**config.mk**
```make
export PLATFORM = sky130hd
export DESIGN_NAME = jtag_mem_bridge
export DESIGN_NICKNAME = d
export VERILOG_FILES = /design/src/rtl/jtag_mem_bridge.sv
export SDC_FILE = /design/constraint.sdc
export NUM_CORES = 1
export LEC_CHECK = 0
export BUFFER_PORTS_ARGS = -buffer_cell sky130_fd_sc_hd__buf_2
export CAP_MARGIN = 0
export CELL_PAD_IN_SITES_DETAIL_PLACEMENT = 1
export CELL_PAD_IN_SITES_GLOBAL_PLACEMENT = 1
export CORE_AREA = 3 3 169 171
export DETAILED_ROUTE_END_ITERATION = 10
export DIE_AREA = 0 0 172 174
export MAX_ROUTING_LAYER = met4
export PLACE_DENSITY_LB_ADDON = 0.2
export SLEW_MARGIN = 20
export SYNTH_ARGS = -nofsm -noshare
export SYNTH_HDL_FRONTEND = slang
export SYNTH_SLANG_ARGS = --single-unit
```
**constraint.sdc**
```tcl
create_clock -name TCK -period 4.9 [get_ports TCK]
set_input_delay 0.735 -clock TCK [delete_from_list [all_inputs] [get_ports TCK]]
set_output_delay 0.735 -clock TCK [all_outputs]
set_load 0.005 [all_outputs]
```
**src/rtl/jtag_mem_bridge.sv**
```systemverilog
// Single-chain JTAG-to-memory bridge: one user DR carries {op, payload}.
// Define JTAG_MEM_AUTOINC_EN to post-increment ADDR after each WRITE/READ.
module jtag_mem_bridge #(
  parameter int DATA_W   = 64,
  parameter int ADDR_W   = 32,
  parameter int RD_LAT   = 2,
  parameter int ADDR_INC = 8
) (
  input  logic              TCK,
  input  logic              RESET,
  input  logic              SEL,
  input  logic              CAPTURE,
  input  logic              SHIFT,
  input  logic              UPDATE,
  input  logic              TDI,
  output logic              TDO,
  output logic              WREN,
  output logic              RDEN,
  output logic [ADDR_W-1:0] ADDR,
  output logic [DATA_W-1:0] TO_MEM,
  input  logic [DATA_W-1:0] FROM_MEM,
  output logic              BUSY,
  output logic [5:0]        DBG
);

  localparam int SR_W = DATA_W + 2;

  typedef enum logic [1:0] {
    IDLE  = 2'd0,
    WSTB  = 2'd1,
    RWAIT = 2'd2
  } state_t;

  state_t            state;
  logic [SR_W-1:0]   sr;
  logic [DATA_W-1:0] rdbuf;
  logic              vld;
  logic              ovr;
  logic [1:0]        op;
  logic [3:0]        cnt;
  logic [1:0]        cmd;
  logic [ADDR_W-1:0] addr_next;

  if (ADDR_W > DATA_W) begin : g_bad_aw
    $error("ADDR_W must not exceed DATA_W");
  end
  if (RD_LAT < 1 || RD_LAT > 15) begin : g_bad_lat
    $error("RD_LAT must be in 1..15");
  end
  if (ADDR_INC < 0) begin : g_bad_inc
    $error("ADDR_INC must be non-negative");
  end

  assign cmd = sr[SR_W-1:DATA_W];

`ifdef JTAG_MEM_AUTOINC_EN
  assign addr_next = ADDR + ADDR_W'(ADDR_INC);
`else
  assign addr_next = ADDR;
`endif

  assign DBG = {2'(state), ovr, vld, op};

  always_ff @(posedge TCK) begin
    if (RESET) begin
      sr     <= '0;
      ADDR   <= '0;
      TO_MEM <= '0;
      WREN   <= 1'b0;
      RDEN   <= 1'b0;
      BUSY   <= 1'b0;
      rdbuf  <= '0;
      vld    <= 1'b0;
      ovr    <= 1'b0;
      op     <= 2'b00;
      cnt    <= 4'd0;
      TDO    <= 1'b0;
      state  <= IDLE;
    end else begin
      WREN <= 1'b0;
      RDEN <= 1'b0;
      if (SEL && UPDATE) begin
        op <= cmd;
        if (cmd != 2'b00) begin
          if (BUSY) begin
            ovr <= 1'b1;
          end else if (state == IDLE) begin
            unique case (cmd)
              2'b01: ADDR <= sr[ADDR_W-1:0];
              2'b10: begin
                TO_MEM <= sr[DATA_W-1:0];
                WREN   <= 1'b1;
                state  <= WSTB;
              end
              2'b11: begin
                RDEN  <= 1'b1;
                BUSY  <= 1'b1;
                cnt   <= 4'(RD_LAT);
                state <= RWAIT;
              end
              default: ;
            endcase
          end
        end
      end else if (SEL && CAPTURE) begin
        sr  <= {ovr, vld, rdbuf};
        ovr <= 1'b0;
        vld <= 1'b0;
      end else if (SEL && SHIFT) begin
        sr  <= {TDI, sr[SR_W-1:1]};
        TDO <= sr[0];
      end

      // A completing read sets vld after any same-cycle capture clear.
      unique case (state)
        WSTB: begin
          ADDR  <= addr_next;
          state <= IDLE;
        end
        RWAIT: begin
          if (cnt == 4'd0) begin
            rdbuf <= FROM_MEM;
            vld   <= 1'b1;
            ADDR  <= addr_next;
            BUSY  <= 1'b0;
            state <= IDLE;
          end else begin
            cnt <= cnt - 4'd1;
          end
        end
        default: ;
      endcase
    end
  end

endmodule
```
==> metrics.csv, run 1 <==
stage;metric;value;unit
outcome;status;finished clean;
power_and_ir_drop;leakage;4.41;nW
critical_path;end_kind;flip-flop;
timing;whs;446;ps
logic_synthesis;synth_top_family_by_area;simple AND/OR/NAND/NOR gates;
cts;postCtsHoldBufs;0;
cts;cts_setup_buffers;0;
critical_path;critical-path-slowest-cell;nand2_4;
critical_path;crit_path_max_incr_delay;610;ps
layout;syn_to_final_growth;17.1;%
layout;multi_input_area;4960;um2
drt;drt-initial-drc-count;429;
place;placed_area;11200;um2
layout;fin_area;12100;um2
layout;fill_cells;3146;
critical_path;crit_path_max_fanout;68;
logic_synthesis;synth_top_area_cell;dfxtp_1;
timing;slew_headroom;25.7;%
drt;wirelength;28100;um
power_and_ir_drop;powerDensity;363;nW/um2
timing;rsz0062_at_grt;no;
layout;finalNetCount;1305;
cts;cts_buffer_depth;3;
critical_path;cpMostUsedCell;buf_4;
critical_path;critPathLaunchType;input port;
run;cap_violations;0;
timing;setup_viol;0;
critical_path;reg2reg_slack;2560;ps
cts;clock-sinks;240;
drt;final_antenna_net_count;0;
cts;clk_pin_slew;60;ps
timing;fmax;0.425;GHz
logic_synthesis;synth_fa_ha_area_share;0.485;%
logic_synthesis;synth_xor_area_share;0;%
power_and_ir_drop;ir_worst_vdd;0.000210;V
logic_synthesis;yosysWarningCount;0;
critical_path;cp.arrival;2690;ps
global_route;grt_pass1_vias;8632;
floorplan;die_w;172;um
timing;setup_ws;2550;ps
cts;cts_tree;built;
min_path;hold_class;input port to flip-flop;
global_route;grt-ovfl-total;0;
logic_synthesis;synthMuxAreaShare;9.40;%
place;hpwl;16700;um
logic_synthesis;ys_types;44;
timing;slew_viol_final;0;
cts;htreeDepth;1;
drt;routed-via-count;8334;
cts;clkLatencyLatePin;520;ps
layout;final-seq-area;4800;um2
cts;cts-resized-gates;0;
logic_synthesis;async_flop_share;0;%
logic_synthesis;synth_top_area_share;46.5;%
floorplan;start_util;38.2;%
cts;cts_root_buf;clkbuf_16;
global_route;grt_usage;18.9;%
floorplan;die-area;29900;um2
logic_synthesis;postSynth.topFlopCell;dfxtp_1;
critical_path;cp_top_family;simple AND/OR/NAND/NOR gates;
critical_path;path_class;input port to flip-flop;
drt;drc;0;
logic_synthesis;netlist_area;10300;um2
floorplan;die_height;174;um
logic_synthesis;synth_compound_area_share;15.6;%
floorplan;coreArea;27000;um2
global_route;grt_pass1_wl;46100;um
global_route;grt_max_degree;144;
floorplan;num_io_pins;177;
timing;worst_pin_slew;1110;ps
place;routabilityCongestion;0.752;
critical_path;timing.critical_path.buf_inv;2;
layout;n_antenna_cell;0;
timing;hold_viol;0;
layout;drive_gt1_share;22.5;%
logic_synthesis;syn_area_per_cell;9.18;um2
logic_synthesis;postSynthRegisterBits;240;
critical_path;cp_cell_sequence;buf_4, buf_4, nand2_4, nand2_1, a311oi_2;
logic_synthesis;synth_simple_gate_area_share;22.2;%
place;dp_slack;2040;ps
timing;skew;11.8;ps
drt;firstDrtPassIters;4;
logic_synthesis;ys_seq_area_share;46.5;%
global_route;antenna_found_initial;0;
logic_synthesis;ys_top_cells_by_area;dfxtp_1, nand2b_1, mux2i_1;
timing;tns;0;ps
logic_synthesis;synth_edf_count;0;
floorplan;rows;60;
drt;routed_via_density;5.25;
place;port_buffers;176;
critical_path;required;5240;ps
layout;final_util;44.7;%
logic_synthesis;synth_nets;1200;
logic_synthesis;synthCells;1125;
cts;cts_buffers;27;
timing;finalCritPeriodShare;48.0;%
drt;wl_per_cell;17.7;um
timing;timing.final.crit_period;2350;ps
[layout by cell type (no fill, tap or decap), types with 2 or more instances in the layout]
master / n
nand2b_1: 160
buf_4: 9
nand2_1: 199
clkbuf_1: 6
bufinv_16: 4
a311oi_1: 26
clkinv_2: 4
dfxtp_1: 240
nand3_1: 69
clkbuf_16: 27
nand3b_1: 2
mux2i_1: 97
buf_2: 174
a21oi_1: 136
inv_1: 5
a31oi_1: 3
nor3_1: 3
or2_2: 2
clkbuf_8: 5
o21ai_0: 4
o211ai_1: 2
a311oi_2: 40
ha_1: 4
nor2_1: 3
[logic make-up (layout without fill, tap and decap cells)]
| family | count (synthesis) | after routing |
|---|---|---|
| multiplexers | 97 | 97 |
| buffers and inverters | 115 | 237 |
| AND/OR/NAND/NOR | 453 | 453 |
| AO/OA/AOI/OAI | 216 | 216 |
| adder cells (fa/ha/maj) | 4 | 4 |
| flip-flops | 240 | 240 |
[cells in the mapped netlist, types with 4 or more instances]
cell,count
mux2i_1,97
a311oi_1,26
nand3_1,69
inv_1,5
dfxtp_1,240
buf_1,10
buf_2,32
buf_4,14
nand2b_1,160
nand2_1,200
a311oi_2,40
ha_1,4
clkbuf_1,47
o21ai_0,4
a21oi_1,136
[area by class of cell]
cell class | count | area share [%]
Inverter | 6 | 0.186
Timing Repair Buffer | 185 | 8.04
Sequential cell | 240 | 39.7
Clock inverter | 9 | 1.23
Tap cell | 341 | 3.53
Multi-Input combinational cell | 770 | 41.1
Clock buffer | 37 | 6.23
[per-stage QoR]
stage	power (mW)	cells
finish	4.39	1588
global route	4.57	1588
CTS	4.45	1588
detailed placement	2.36	1542
global placement	2.35	1542
floorplan	2.27	1125
[final timing paths]
| kind | cells after the start | to | startpoint |
|---|---|---|---|
| setup / recovery | 5 | sr[20] | SEL |
| hold / removal | 3 | rdbuf[54] | FROM_MEM[54] |
| setup reg to reg | 5 | ADDR[30] | state[0] |
| hold reg to reg | 2 | rdbuf[5] | rdbuf[5] |
[power breakdown]
group          leakage [nW]  switching, mW  internal, mW
Combinational          2.03          0.176         0.110
Sequential             1.94         0.0350          1.99
Clock                 0.445          0.803          1.28
[flip-flops by register name (all words and copies together), names as in the netlist]
register and count:
sr 66, TO_MEM 64, rdbuf 64, ADDR 32
cnt 4, op 2, state 2, BUSY 1
RDEN 1, TDO 1, WREN 1, ovr 1
vld 1
[tightest hold or removal path, stage by stage]
cell and delay, ps:
buf_2 90, nand2_1 50, a21oi_1 50
[metal layers]
metal | vias to the layer above | track usage (%) | share of wire, %
met2 | 149 | 31.1 | 46
met3 | 32 | 2.46 | 3.9
met5 | - | - | 0
li1 | 4073 | - | -
met1 | 4080 | 25.2 | 48
met4 | 0 | 3.63 | 1.6
Note: power is estimated with default switching activity, not from simulation.
==> inputs of run 2 (changes only) <==
==> constraint.sdc (replaced) <==
create_clock -name TCK -period 2.3 [get_ports TCK]
set_input_delay 0.345 -clock TCK [delete_from_list [all_inputs] [get_ports TCK]]
set_output_delay 0.345 -clock TCK [all_outputs]
set_load 0.005 [all_outputs]
==> metrics.csv, run 2 (same netlist as run 1, synthesis figures left out) <==
stage;metric;value;unit
timing;finalCritPeriodShare;84.9;%
layout;finalNetCount;1329;
critical_path;crit_path_max_fanout;33;
cts;cts_buffers;27;
layout;fill_cells;3177;
floorplan;rows;60;
drt;wirelength;28700;um
min_path;min_from;FROM_MEM[1];
critical_path;r2r_start;state[0];
cts;cts-resized-gates;0;
layout;final_util;45.5;%
timing;setup_viol;0;
floorplan;num_io_pins;177;
floorplan;die_height;174;um
global_route;top_usage_layer;met2;
cts;clock-sinks;240;
min_path;whs_path_depth;3;
drt;routed-via-count;8422;
outcome;status;finished clean;
critical_path;required;2670;ps
floorplan;die-area;29900;um2
critical_path;reg2reg_slack;350;ps
cts;cts_buffer_depth;3;
critical_path;path_class;flip-flop to flip-flop;
global_route;grt_pass1_wl;46800;um
power_and_ir_drop;leakage;4.52;nW
floorplan;start_util;38.2;%
floorplan;coreArea;27000;um2
cts;clkLatencyLatePin;520;ps
drt;drt-initial-drc-count;379;
drt;final_antenna_net_count;0;
timing;worst_pin_slew;715;ps
cts;htreeDepth;1;
timing;fmax;0.512;GHz
timing;tns;0;ps
drt;routed_via_density;5.22;
cts;cts_tree;built;
cts;postCtsHoldBufs;0;
cts;cts_root_buf;clkbuf_16;
min_path;hold_class;input port to flip-flop;
timing;rsz0062_at_grt;no;
timing;whs;57.1;ps
timing;slew_viol_final;0;
drt;wl_per_cell;17.8;um
critical_path;critPathLaunchType;flip-flop;
timing;skew;19.4;ps
layout;drive_gt1_share;23.8;%
global_route;grt_util_met2;31.8;%
global_route;grt_usage;19.2;%
run;cap_violations;0;
timing;slew_headroom;52.4;%
layout;final_common_cell;dfxtp_1;
layout;top_regs;sr: 66 flops, TO_MEM: 64 flops, rdbuf: 64 flops;
layout;final_cells;1612;
place;dp_slack;364;ps
global_route;grt_max_degree;78;
timing;timing.final.crit_period;1950;ps
place;port_buffers;176;
global_route;grt-ovfl-total;0;
cts;cts_setup_buffers;0;
layout;top_register;sr;
global_route;use_met3;2.87;%
place;hpwl;18600;um
global_route;met1_usage;25.2;%
min_path;holdPathEnd;rdbuf[1];
layout;largest_reg_flops;66;
global_route;grt_pass1_vias;8780;
layout;n_antenna_cell;0;
drt;drc;0;
floorplan;die_w;172;um
layout;final_cell_mix;dfxtp_1, nand2_1, buf_2, nand2b_1, a21oi_1;
place;routabilityCongestion;0.756;
cts;clk_pin_slew;60;ps
timing;setup_ws;348;ps
power_and_ir_drop;ir_worst_vdd;0.000536;V
place;numPlacedInstances;1566;
drt;firstDrtPassIters;4;
power_and_ir_drop;powerDensity;734;nW/um2
critical_path;r2r-end;TO_MEM[25];
critical_path;end_kind;flip-flop;
timing;hold_viol;0;
global_route;antenna_found_initial;0;
critical_path;cp.arrival;2320;ps
critical_path;reg2reg_depth;6;
layout;syn_to_final_growth;19.2;%
[run 2: worst max-delay path, cell delays in order, from the launching register on]
cell      delay, ps
dfxtp_1         330
inv_1            90
ha_1            220
nand4b_4        180
or3_2           440
buf_4           300
mux2i_1         200
[run 2: cell type report]
| cell class | instances | area [um2] | area share, % |
|---|---|---|---|
| multi-input combinational | 770 | 4960 | 40.4 |
| sequential | 240 | 4800 | 39.1 |
| timing repair buffer | 209 | 1260 | 10.3 |
| clock buffer | 40 | 764 | 6.21 |
| tap | 341 | 427 | 3.47 |
| clock inverter | 6 | 55.1 | 0.447 |
| inverter | 6 | 22.5 | 0.183 |
[run 2: report_power, final]
| group | total [mW] | switching [mW] | leakage, nW | internal, mW |
|---|---|---|---|---|
| sequential | 4.31 | 0.0705 | 1.94 | 4.24 |
| clock | 4.05 | 1.67 | 0.406 | 2.39 |
| combinational | 0.660 | 0.390 | 2.18 | 0.271 |
[run 2: per-stage QoR]
step | cell area [um2] | power [mW]
floorplan | 10300 | 4.83
global placement | 11500 | 5.06
detailed placement | 11500 | 5.07
CTS | 12300 | 9.17
global route | 12300 | 9.40
finish | 12300 | 9.03
[run 2: worst max-delay path by stage]
stage / from / endpoint / slack, ps
finish: state[0] / TO_MEM[25] / 350
global route: state[0] / state[0] / 220
CTS: state[0] / TO_MEM[25] / 340
detailed placement: state[0] / state[0] / 360
global placement: SEL / TDO / 380
floorplan: state[0] / TO_MEM[10] / 700
[run 2: layer usage]
layer	vias up	part of all wire, %
li1	4128	-
met1	4104	47
met2	158	47
met3	32	4.6
met4	0	1.3
met5	-	0
==> inputs of run 3 (changes only) <==
==> constraint.sdc (replaced) <==
create_clock -name TCK -period 1.9 [get_ports TCK]
set_input_delay 0.285 -clock TCK [delete_from_list [all_inputs] [get_ports TCK]]
set_output_delay 0.285 -clock TCK [all_outputs]
set_load 0.005 [all_outputs]
==> metrics.csv, run 3 (same netlist as run 1, synthesis figures left out) <==
stage;metric;value;unit
timing;setup_viol;0;
cts;clk_pin_slew;60;ps
timing;fmax;0.574;GHz
timing;tns;0;ps
drt;routed-via-count;8608;
timing;slew_viol_final;0;
layout;final_common_cell;dfxtp_1;
global_route;grt_pass1_wl;47700;um
cts;cts_setup_buffers;0;
global_route;antenna_found_initial;0;
critical_path;reg2reg_slack;160;ps
layout;drive_gt1_share;23.7;%
layout;top_regs;sr: 66 flops, TO_MEM: 64 flops, rdbuf: 64 flops;
global_route;grt_pass1_vias;8925;
cts;cts_tree;built;
critical_path;critPathLaunchType;flip-flop;
global_route;grt_usage;19.7;%
drt;wirelength;29000;um
layout;largest_reg_flops;66;
layout;finalNetCount;1370;
place;dp_slack;141;ps
floorplan;rows;60;
place;port_buffers;176;
layout;syn_to_final_growth;24.8;%
timing;rsz0062_at_grt;no;
floorplan;die_height;174;um
drt;wl_per_cell;17.5;um
critical_path;crit_path_max_incr_delay;450;ps
critical_path;end_kind;flip-flop;
critical_path;required;2300;ps
critical_path;timing.critical_path.buf_inv;2;
cts;clkLatencyLatePin;530;ps
floorplan;start_util;38.2;%
timing;timing.final.crit_period;1740;ps
critical_path;cp_top_family;simple AND/OR/NAND/NOR gates;
drt;drc;0;
min_path;hold_class;input port to flip-flop;
cts;cts_buffers;26;
layout;final_cell_mix;dfxtp_1, nand2_1, buf_2, nand2b_1, a21oi_1;
cts;cts_root_buf;clkbuf_16;
timing;finalCritPeriodShare;91.7;%
drt;drt-initial-drc-count;348;
floorplan;num_io_pins;177;
layout;final_util;47.7;%
power_and_ir_drop;leakage;4.77;nW
critical_path;cp.arrival;2150;ps
critical_path;cp_cell_sequence;inv_1, ha_1, nand4b_4, or3_2, buf_12, mux2i_1;
drt;firstDrtPassIters;4;
place;hpwl;18600;um
timing;hold_viol;0;
global_route;grt_max_degree;66;
critical_path;crit_path_max_fanout;33;
floorplan;die-area;29900;um2
critical_path;critical-path-slowest-cell;or3_2;
global_route;grt-ovfl-total;0;
timing;skew;12.7;ps
cts;cts_buffer_depth;3;
floorplan;die_w;172;um
timing;worst_pin_slew;515;ps
timing;slew_headroom;65.7;%
cts;htreeDepth;1;
critical_path;path_class;flip-flop to flip-flop;
drt;final_antenna_net_count;0;
run;cap_violations;0;
layout;top_register;sr;
timing;setup_ws;157;ps
drt;routed_via_density;5.19;
power_and_ir_drop;ir_worst_vdd;0.000549;V
floorplan;coreArea;27000;um2
power_and_ir_drop;powerDensity;891;nW/um2
outcome;status;finished clean;
place;routabilityCongestion;0.787;
cts;clock-sinks;240;
-- run 3: per-stage QoR --
step                      std cells  power [mW]  area [um2]  hold slack, ps
after floorplan                1125        5.85       10300             421
after global placement         1569        6.15       11600             443
after detailed placement       1569        6.16       11600             447
after CTS                      1655        11.6       12900            1.56
after global routing           1656        11.9       12900            3.25
final                          1657        11.5       12900            10.1
-- run 3: worst paths after layout --
check,start,to,depth (start not counted)
worst max-delay path,state[0],TO_MEM[28],6
worst min-delay path,FROM_MEM[5],rdbuf[5],3
worst max register to register,state[0],TO_MEM[28],6
worst min register to register,rdbuf[49],rdbuf[49],2
-- run 3: final cells by class --
| class | instances | area (um2) |
|---|---|---|
| flip-flops and latches | 240 | 4800 |
| clock buffers | 41 | 808 |
| fillers | 3123 | 14100 |
| repair buffers | 251 | 1740 |
| clock inverters | 7 | 113 |
| well taps | 341 | 427 |
| inverters | 6 | 22.5 |
| diodes | 1 | 2.50 |
| multi-input cells | 770 | 4970 |
-- run 3: worst reg2reg max path, stage by stage, from the launching register on --
cell and delay, ps:
dfxtp_1 330, inv_1 100, ha_1 220, nand4b_4 110
or3_2 450, buf_12 200, mux2i_1 200
-- run 3: report_power, final --
part / switching [mW] / total, mW / leakage [nW] / internal, mW
clock network: 2.06 / 5.38 / 0.452 / 3.31
logic: 0.492 / 0.883 / 2.38 / 0.391
registers: 0.0842 / 5.22 / 1.94 / 5.14
-- run 3: metal layers --
layer | share of wire [%] | vias up | GRT usage (%)
met5 | 0 | - | -
li1 | - | 4209 | -
met3 | 4.0 | 31 | 2.73
met4 | 1.6 | 0 | 3.93
met2 | 48 | 148 | 33.0
met1 | 47 | 4220 | 25.4
-- run 3: timing repair --
| action | 4_1_cts | 5_1_grt |
|---|---|---|
| endpoints found under the hold margin | 38 | 1 |
| hold buffers | 38 | 1 |
| setup endpoints to repair | 0 | 1 |
| resized for setup | 0 | 1 |
